--- config.mk ---
export PLATFORM = sky130hd
export DESIGN_NAME = fetch_ctrl
export DESIGN_NICKNAME = d
export VERILOG_FILES = /design/src/rtl/fetch_pkg.sv /design/src/rtl/fetch_fifo.sv /design/src/rtl/fetch_ctrl.sv
export SDC_FILE = /design/constraint.sdc
export NUM_CORES = 1
export LEC_CHECK = 0
export BUFFER_PORTS_ARGS = -buffer_cell sky130_fd_sc_hd__buf_2
export CAP_MARGIN = 20
export CORE_UTILIZATION = 47
export DETAILED_ROUTE_END_ITERATION = 16
export PLACE_DENSITY = 0.88
export SLEW_MARGIN = 20
export SYNTH_ARGS = -nofsm -noshare
export SYNTH_HDL_FRONTEND = slang
export SYNTH_SLANG_ARGS = --single-unit
--- constraint.sdc ---
create_clock -name clk -period 5.5 [get_ports clk]
set_input_delay 0.55 -clock clk [delete_from_list [all_inputs] [get_ports clk]]
set_output_delay 0.55 -clock clk [all_outputs]
set_load 0.02 [all_outputs]
--- src/rtl/fetch_pkg.sv ---
// Shared types and constants for the instruction-fetch block.
// fetch_entry_t is one prefetch slot: the fetched word tagged with its byte PC.
package fetch_pkg;

  typedef struct packed {
    logic [31:0] pc;
    logic [31:0] instr;
  } fetch_entry_t;

  localparam int unsigned WORD_BYTES       = 4;
  localparam logic [31:0] DEFAULT_RESET_PC = 32'h0000_0000;

endpackage

--- src/rtl/fetch_fifo.sv ---
// Circular prefetch buffer, DEPTH entries of entry_t; head is registered storage, one-cycle write-to-head.
// Push while full is dropped unless a pop happens the same cycle; flush wins over push and pop.
module fetch_fifo #(
  parameter int unsigned DEPTH = 2,
  parameter type entry_t = logic [63:0]
) (
  input  logic   clk,
  input  logic   reset,
  input  logic   push,
  input  logic   pop,
  input  logic   flush,
  input  entry_t wdata,
  output logic   full,
  output logic   empty,
  output entry_t head
);

  localparam int unsigned PW = $clog2(DEPTH);

  entry_t        mem_q [DEPTH];
  logic [PW-1:0] rd_ptr_q;
  logic [PW-1:0] wr_ptr_q;
  logic [PW:0]   count_q;
  logic          do_push;
  logic          do_pop;

  assign full    = (count_q == (PW+1)'(DEPTH));
  assign empty   = (count_q == '0);
  assign head    = mem_q[rd_ptr_q];
  assign do_push = push & (~full | pop);
  assign do_pop  = pop & ~empty;

  always_ff @(posedge clk) begin
    if (reset || flush) begin
      rd_ptr_q <= '0;
      wr_ptr_q <= '0;
      count_q  <= '0;
    end else begin
      if (do_push) wr_ptr_q <= wr_ptr_q + PW'(1);
      if (do_pop)  rd_ptr_q <= rd_ptr_q + PW'(1);
      if (do_push && !do_pop)
        count_q <= count_q + (PW+1)'(1);
      else if (do_pop && !do_push)
        count_q <= count_q - (PW+1)'(1);
    end
  end

  // Full with simultaneous pop writes the slot being read; the read completes before the edge.
  always_ff @(posedge clk) begin
    if (do_push && !flush && !reset) mem_q[wr_ptr_q] <= wdata;
  end

endmodule

--- src/rtl/fetch_ctrl.sv ---
// Fetch controller: PC, async ROM addressing, prefetch FIFO; ROM word reaches the head one cycle later.
// Stalls fetch when the FIFO is full and not draining; optional FETCH_CTRL_PERF_EN adds perf counters.
module fetch_ctrl
  import fetch_pkg::*;
#(
  parameter int unsigned DEPTH      = 2,
  parameter logic [31:0] RESET_PC   = DEFAULT_RESET_PC,
  parameter int unsigned IMEM_WORDS = 64
) (
  input  logic        clk,
  input  logic        reset,
  output logic [31:0] imem_addr,
  input  logic [31:0] imem_instr,
  output logic        instr_valid,
  input  logic        instr_ready,
  output logic [31:0] instr,
  output logic [31:0] instr_pc,
  input  logic        redirect,
  input  logic [31:0] redirect_pc,
  output logic        fetch_fault
`ifdef FETCH_CTRL_PERF_EN
  ,
  output logic [31:0] perf_fetch_cnt,
  output logic [31:0] perf_stall_cnt
`endif
);

  localparam logic [31:0] FETCH_LIMIT = 32'(IMEM_WORDS * WORD_BYTES);

  logic [31:0]  pc_q;
  logic [31:0]  pc_d;
  logic         push;
  logic         pop;
  logic         fifo_full;
  logic         fifo_empty;
  fetch_entry_t wr_entry;
  fetch_entry_t head_entry;
  logic         unused_redirect_bits;

  assign imem_addr   = pc_q;
  assign fetch_fault = (pc_q >= FETCH_LIMIT);
  assign instr_valid = ~fifo_empty;
  assign instr       = head_entry.instr;
  assign instr_pc    = head_entry.pc;
  assign pop         = instr_valid & instr_ready;
  assign push        = ~redirect & ~fetch_fault & (~fifo_full | pop);

  assign wr_entry.pc    = pc_q;
  assign wr_entry.instr = imem_instr;

  // Redirect targets are forced word aligned.
  assign unused_redirect_bits = ^redirect_pc[1:0];

  always_comb begin
    pc_d = pc_q;
    if (redirect)
      pc_d = {redirect_pc[31:2], 2'b00};
    else if (push)
      pc_d = pc_q + WORD_BYTES;
  end

  always_ff @(posedge clk) begin
    if (reset) pc_q <= RESET_PC;
    else       pc_q <= pc_d;
  end

  fetch_fifo #(
    .DEPTH   (DEPTH),
    .entry_t (fetch_entry_t)
  ) u_fifo (
    .clk   (clk),
    .reset (reset),
    .push  (push),
    .pop   (pop),
    .flush (redirect),
    .wdata (wr_entry),
    .full  (fifo_full),
    .empty (fifo_empty),
    .head  (head_entry)
  );

`ifdef FETCH_CTRL_PERF_EN
  logic [31:0] perf_fetch_q;
  logic [31:0] perf_stall_q;

  // Both counters saturate rather than wrap.
  always_ff @(posedge clk) begin
    if (reset) begin
      perf_fetch_q <= '0;
      perf_stall_q <= '0;
    end else begin
      if (push && (perf_fetch_q != '1))
        perf_fetch_q <= perf_fetch_q + 32'd1;
      if (instr_valid && !instr_ready && (perf_stall_q != '1))
        perf_stall_q <= perf_stall_q + 32'd1;
    end
  end

  assign perf_fetch_cnt = perf_fetch_q;
  assign perf_stall_cnt = perf_stall_q;
`endif

endmodule
Word level (Yosys, flattened, before mapping)
Memories as Yosys holds them, arrays and structs flattened. A register that Yosys moved wholly into a read port is not among the register bits.
Cells that the tools add are included.

word-level totals
  logic and storage cells = 44
  memories kept = 1
  output and inout port bits = 98
  bits of input ports = 68
  RAM bits = 128
  register bits = 36

memories
  name          depth  bits a word  rd ports  clocked after Yosys merged registers in  wr ports  line              source
  u_fifo.mem_q  2      64           1         1                                        1         fetch_fifo.sv:20  entry_t mem_q [DEPTH];

operators by class
  add/sub/neg operators = 5
  reduce and logical (&&, ||, !) cells = 13
  magnitude comparators = 1
  equal/unequal tests = 1
  multiplexer cells = 8
  bitwise gates (word level) = 10

operators by type and width
  kind                   count
  $mux 32                2
  $add 32x3->32 const B  1
  $ge 32x9->1 const B    1
  $and 1x1->1            5
  $logic_and 1x1->1      4
  $logic_not 1->1        4
  $mux 1                 4
  $mux 2                 2
  $not 1->1              4
  $reduce_bool 2->1      2
  $add 1x1->1 const B    2
  $add 2x1->2 const B    1
  $eq 2x2->1 const B     1
  $logic_not 2->1        1
  $reduce_or 2->1        1
  $sub 2x1->2 const B    1
  $logic_or 1x1->1       1
  $or 1x1->1             1

Logic depth before layout (Yosys ltp)
  depth in word-level cells = 10
  mapped depth = 9
  mapped depth without buffers = 8

Modules after synthesis
From an unflattened synthesis, not the netlist that was laid out.

second synthesis, totals
  cell total of the unflattened synthesis = 373
  area, all modules = 6,271.0 sq um

by module, submodules not included
  module      cells each  instances  area each (sq um)
  fetch_fifo  225         1          4,870.9
  fetch_ctrl  148         1          1,400.1

Worst setup path before layout
OpenSTA, ideal clock, no wires.

  kind = flip-flop to flip-flop
  from = reg pc_q[12] (netlist: imem_addr[12])
  to = mem u_fifo.mem_q[0][0] (netlist name) (enable)
  slack = -488 ps
  stages on the path, launching flop included = 5
  data arrival time = 5,429 ps
  buffers on the path = 0
  period minus slack after synthesis = 5,988 ps
  setup time = 558 ps
  cell sequence = dfxtp_1 > nor4_4 > o311a_2 > nand2_2 > nor3_1

on the way
  word-level cells in the longest chain between the ends = 9

RTL lines
  item                             line              source
  start: declaration               fetch_ctrl.sv:30  logic [31:0] pc_q;
  start signal: assignment         fetch_ctrl.sv:64  else pc_q <= pc_d;
  $ge 32x9->1                      fetch_ctrl.sv:41  assign fetch_fault = (pc_q >= FETCH_LIMIT);
  $not 1->1                        fetch_ctrl.sv:46  assign push = ~redirect & ~fetch_fault & (~fifo_full | pop);
  $and 1x1->1 (2 in series)        fetch_ctrl.sv:46
  $and 1x1->1                      fetch_fifo.sv:30  assign do_push = push & (~full | pop);
  $logic_and 1x1->1 (2 in series)  fetch_fifo.sv:50  if (do_push && !flush && !reset) mem_q[wr_ptr_q] <= wdata;
  $mux 1                           fetch_fifo.sv:50
  $mux 1 (implied by the code)     fetch_fifo.sv:50
  end: declaration                 fetch_fifo.sv:20

Every way passes these cells.

Worst setup path after layout
  from = reg pc_q[25] (netlist: imem_addr[25])
  to = mem u_fifo.mem_q[1][59] (netlist name) (enable)

Same word-level chain as after synthesis.

==> results.toml <==
[outcome]
status = "finished, final reports clean"

[grt]
grt_pass1_vias = 3539
grt_usage = 0.178
grt_first_pass_wirelength_mm = 17.3
grt_max_degree = 63
grt_antenna_before_repair = 0
grt-ovfl-total = 0

[detailed_routing]
wl_mm = 11.8
ant_nets = 0
drtIter0Drc = 193
drc = 0
drt-wirelength-per-cell_um = 16.5
drt_first_pass_iters = 5
vias_per_cell = 5.08
num_vias = 3616

[floorplan]
die_y_um = 116
pin_count = 166
die_w_um = 116
core_um2 = 12600
rows = 41
die-area_um2 = 13400
start_util = 0.481

[logic_synthesis]
ys_types = 40
synth_area_leader_cell = "edfxtp_1"
synthFlopType = "edfxtp_1"
ys_top_cells_by_count = "edfxtp_1, mux2_1, dfxtp_1"
synth_most_common_cell = "edfxtp_1"
synth_warnings = 0
async_flop_share = 0
syn_area_um2 = 6070
netlist.area_leader.share = 0.614
synth-edff-count = 124
seq_area_frac_synth = 0.729
synth_area_leaders = "edfxtp_1, dfxtp_1, mux2_1"
synth.ff_latch_count = 159
syn_inst = 363
syn_area_per_cell_um2 = 16.7

[worst_setup_path]
cp.required_ns = 5.52
critPathKind = "reg -> reg"
cp-start-kind = "register"
end_kind = "register"
crit_fanout = 62
worstReg2RegStart = "imem_addr[25]"
critPathArrivalTime_ns = 2.88
r2r-end = "u_fifo.mem_q[1][59]"
reg2reg_depth = 5
r2r_slack_ns = 2.65

[clock_tree]
hold_buffers = 0
clk_latency_ns = 0.40
clk_pin_slew_ns = 0.06
cts_buffers = 17
cts_setup_buffers = 0
root_buffer = "clkbuf_16"
cts_resized = 0
cts_buffer_depth = 2
cts.sinks = 159
cts_tree = "done"
h-tree-depth = 4

[hold_path]
worstHoldPathType = "in -> reg"
hold_depth = 1
min_to = "u_fifo.mem_q[0][6]"
hold_start = "imem_instr[6]"

[cells_and_area]
utilization = 0.603
multi_input_area_um2 = 1530
area_delta_synth_final_pct = 25.5
layout-drive-gt1-share = 0.385
nets = 599
fillCellCount = 974
ff_latch_area_um2 = 4430
n_antenna_cell = 0

[power_and_ir_drop]
ir_worst_vdd_v = 0.000250
seq_power_share = 0.510
p_comb_frac = 0.049
intPower_mw = 2.08
p_leak_nw = 2.91
p_sw_frac = 0.207
powerDensity_nw_per_um2 = 344
p_switching_mw = 0.541
p_total_mw = 2.62
power_frac_clock = 0.441

[timing]
min_period_over_period = 0.519
fin_crit_ns = 2.85
rsz0062_at_grt = "no"
worstMarginPinSlew_ns = 0.936
slew_headroom = 0.376
timing_hold_violations_final = 0
skew_ns = 0.00986
max_freq_ghz = 0.351
final_max_slew_viol_count = 0
setup_viol = 0

[placement]
dp_hpwl_mm = 7.74
routabilityCongestion = 0.753
io_buffers = 159

[flow_run]
drv_cap = 0
==> cell usage in the layout (no fill, tap or decap), types with 4 or more instances in the layout <==
| master | n |
|---|---|
| conb_1 | 4 |
| edfxtp_1 | 124 |
| nand3_1 | 9 |
| clkinvlp_4 | 5 |
| nor2_1 | 30 |
| inv_1 | 5 |
| buf_2 | 159 |
| mux2_1 | 58 |
| mux2_2 | 4 |
| nor4_1 | 6 |
| mux2i_1 | 24 |
| clkbuf_16 | 17 |
| dfxtp_1 | 34 |
| a31oi_1 | 4 |
==> layout make-up <==
class,count,share of cell area
flip-flops and latches,159,0.581
multi-input cells,181,0.201
repair buffers,162,0.107
clock buffers,18,0.0564
well taps,172,0.0283
clock inverters,13,0.0219
inverters,7,0.00345
==> stage by stage <==
step	TNS, ns	instance area [um^2]	hold WS [ns]	std cells	setup slack, ns
detailed placement	0	7020	0.493	681	2.62
CTS	0	7610	0.316	712	2.60
floorplan	-60.46	6080	0.468	366	-0.488
global placement	0	7020	0.479	681	2.72
finish	0	7610	0.337	712	2.65
global route	0	7610	0.315	712	2.50
==> state kept, by name, summed over array words and instances, names as in the netlist, named ones only <==
| register | flops |
|---|---|
| imem_addr | 30 |
| u_fifo.count_q | 2 |
| u_fifo.mem_q | 124 |
| u_fifo.rd_ptr_q | 1 |
| u_fifo.wr_ptr_q | 1 |
==> metal layers <==
metal	vias up	track usage	routed length, um	part of all wire
li1	1704	-	-	-
met1	1743	0.199	4820	0.41
met2	157	0.314	5850	0.50
met3	12	0.0581	988	0.084
met4	0	0.0684	95	0.0081
met5	-	0	0	0
==> kinds of logic after synthesis <==
group | share of synthesized area
DFF | 0.729
other | 0.000618
muxes | 0.155
and+or+nand+nor | 0.0559
buffers and inverters | 0.0219
adders and majority gates | 0.00619
xor gates and xnor gates | 0.00433
AOI/OAI and AO/OA | 0.0274
==> worst max-delay path, cell delays in order (launching register included) <==
cell and delay, ns:
dfxtp_1 0.34, nor4_1 0.46, and4_1 0.54, nand2_2 0.19
nor3_2 0.21, buf_4 0.68
==> how the worst max path moves through the flow <==
stage | from | endpoint | slack (ns) | cells after the start
after floorplan | imem_addr[12] | u_fifo.mem_q[0][0] | -0.49 | 4
after global placement | imem_addr[25] | u_fifo.mem_q[1][29] | 2.72 | 5
after detailed placement | imem_addr[25] | u_fifo.mem_q[1][29] | 2.62 | 5
after CTS | imem_addr[25] | u_fifo.mem_q[1][22] | 2.60 | 5
after global routing | imem_addr[28] | u_fifo.mem_q[1][26] | 2.50 | 5
final | imem_addr[25] | u_fifo.mem_q[1][59] | 2.65 | 5
==> power by group through the flow <==
stage          sequential [mW]  clock (mW)  combinational [mW]
2_1_floorplan             1.37           0              0.0587
3_3_place_gp              1.36           0               0.124
3_5_place_dp              1.36           0               0.129
4_1_cts                   1.33        1.18               0.130
5_1_grt                   1.34        1.22               0.139
6_report                  1.33        1.15               0.129
(Power assumes the default switching activity.)
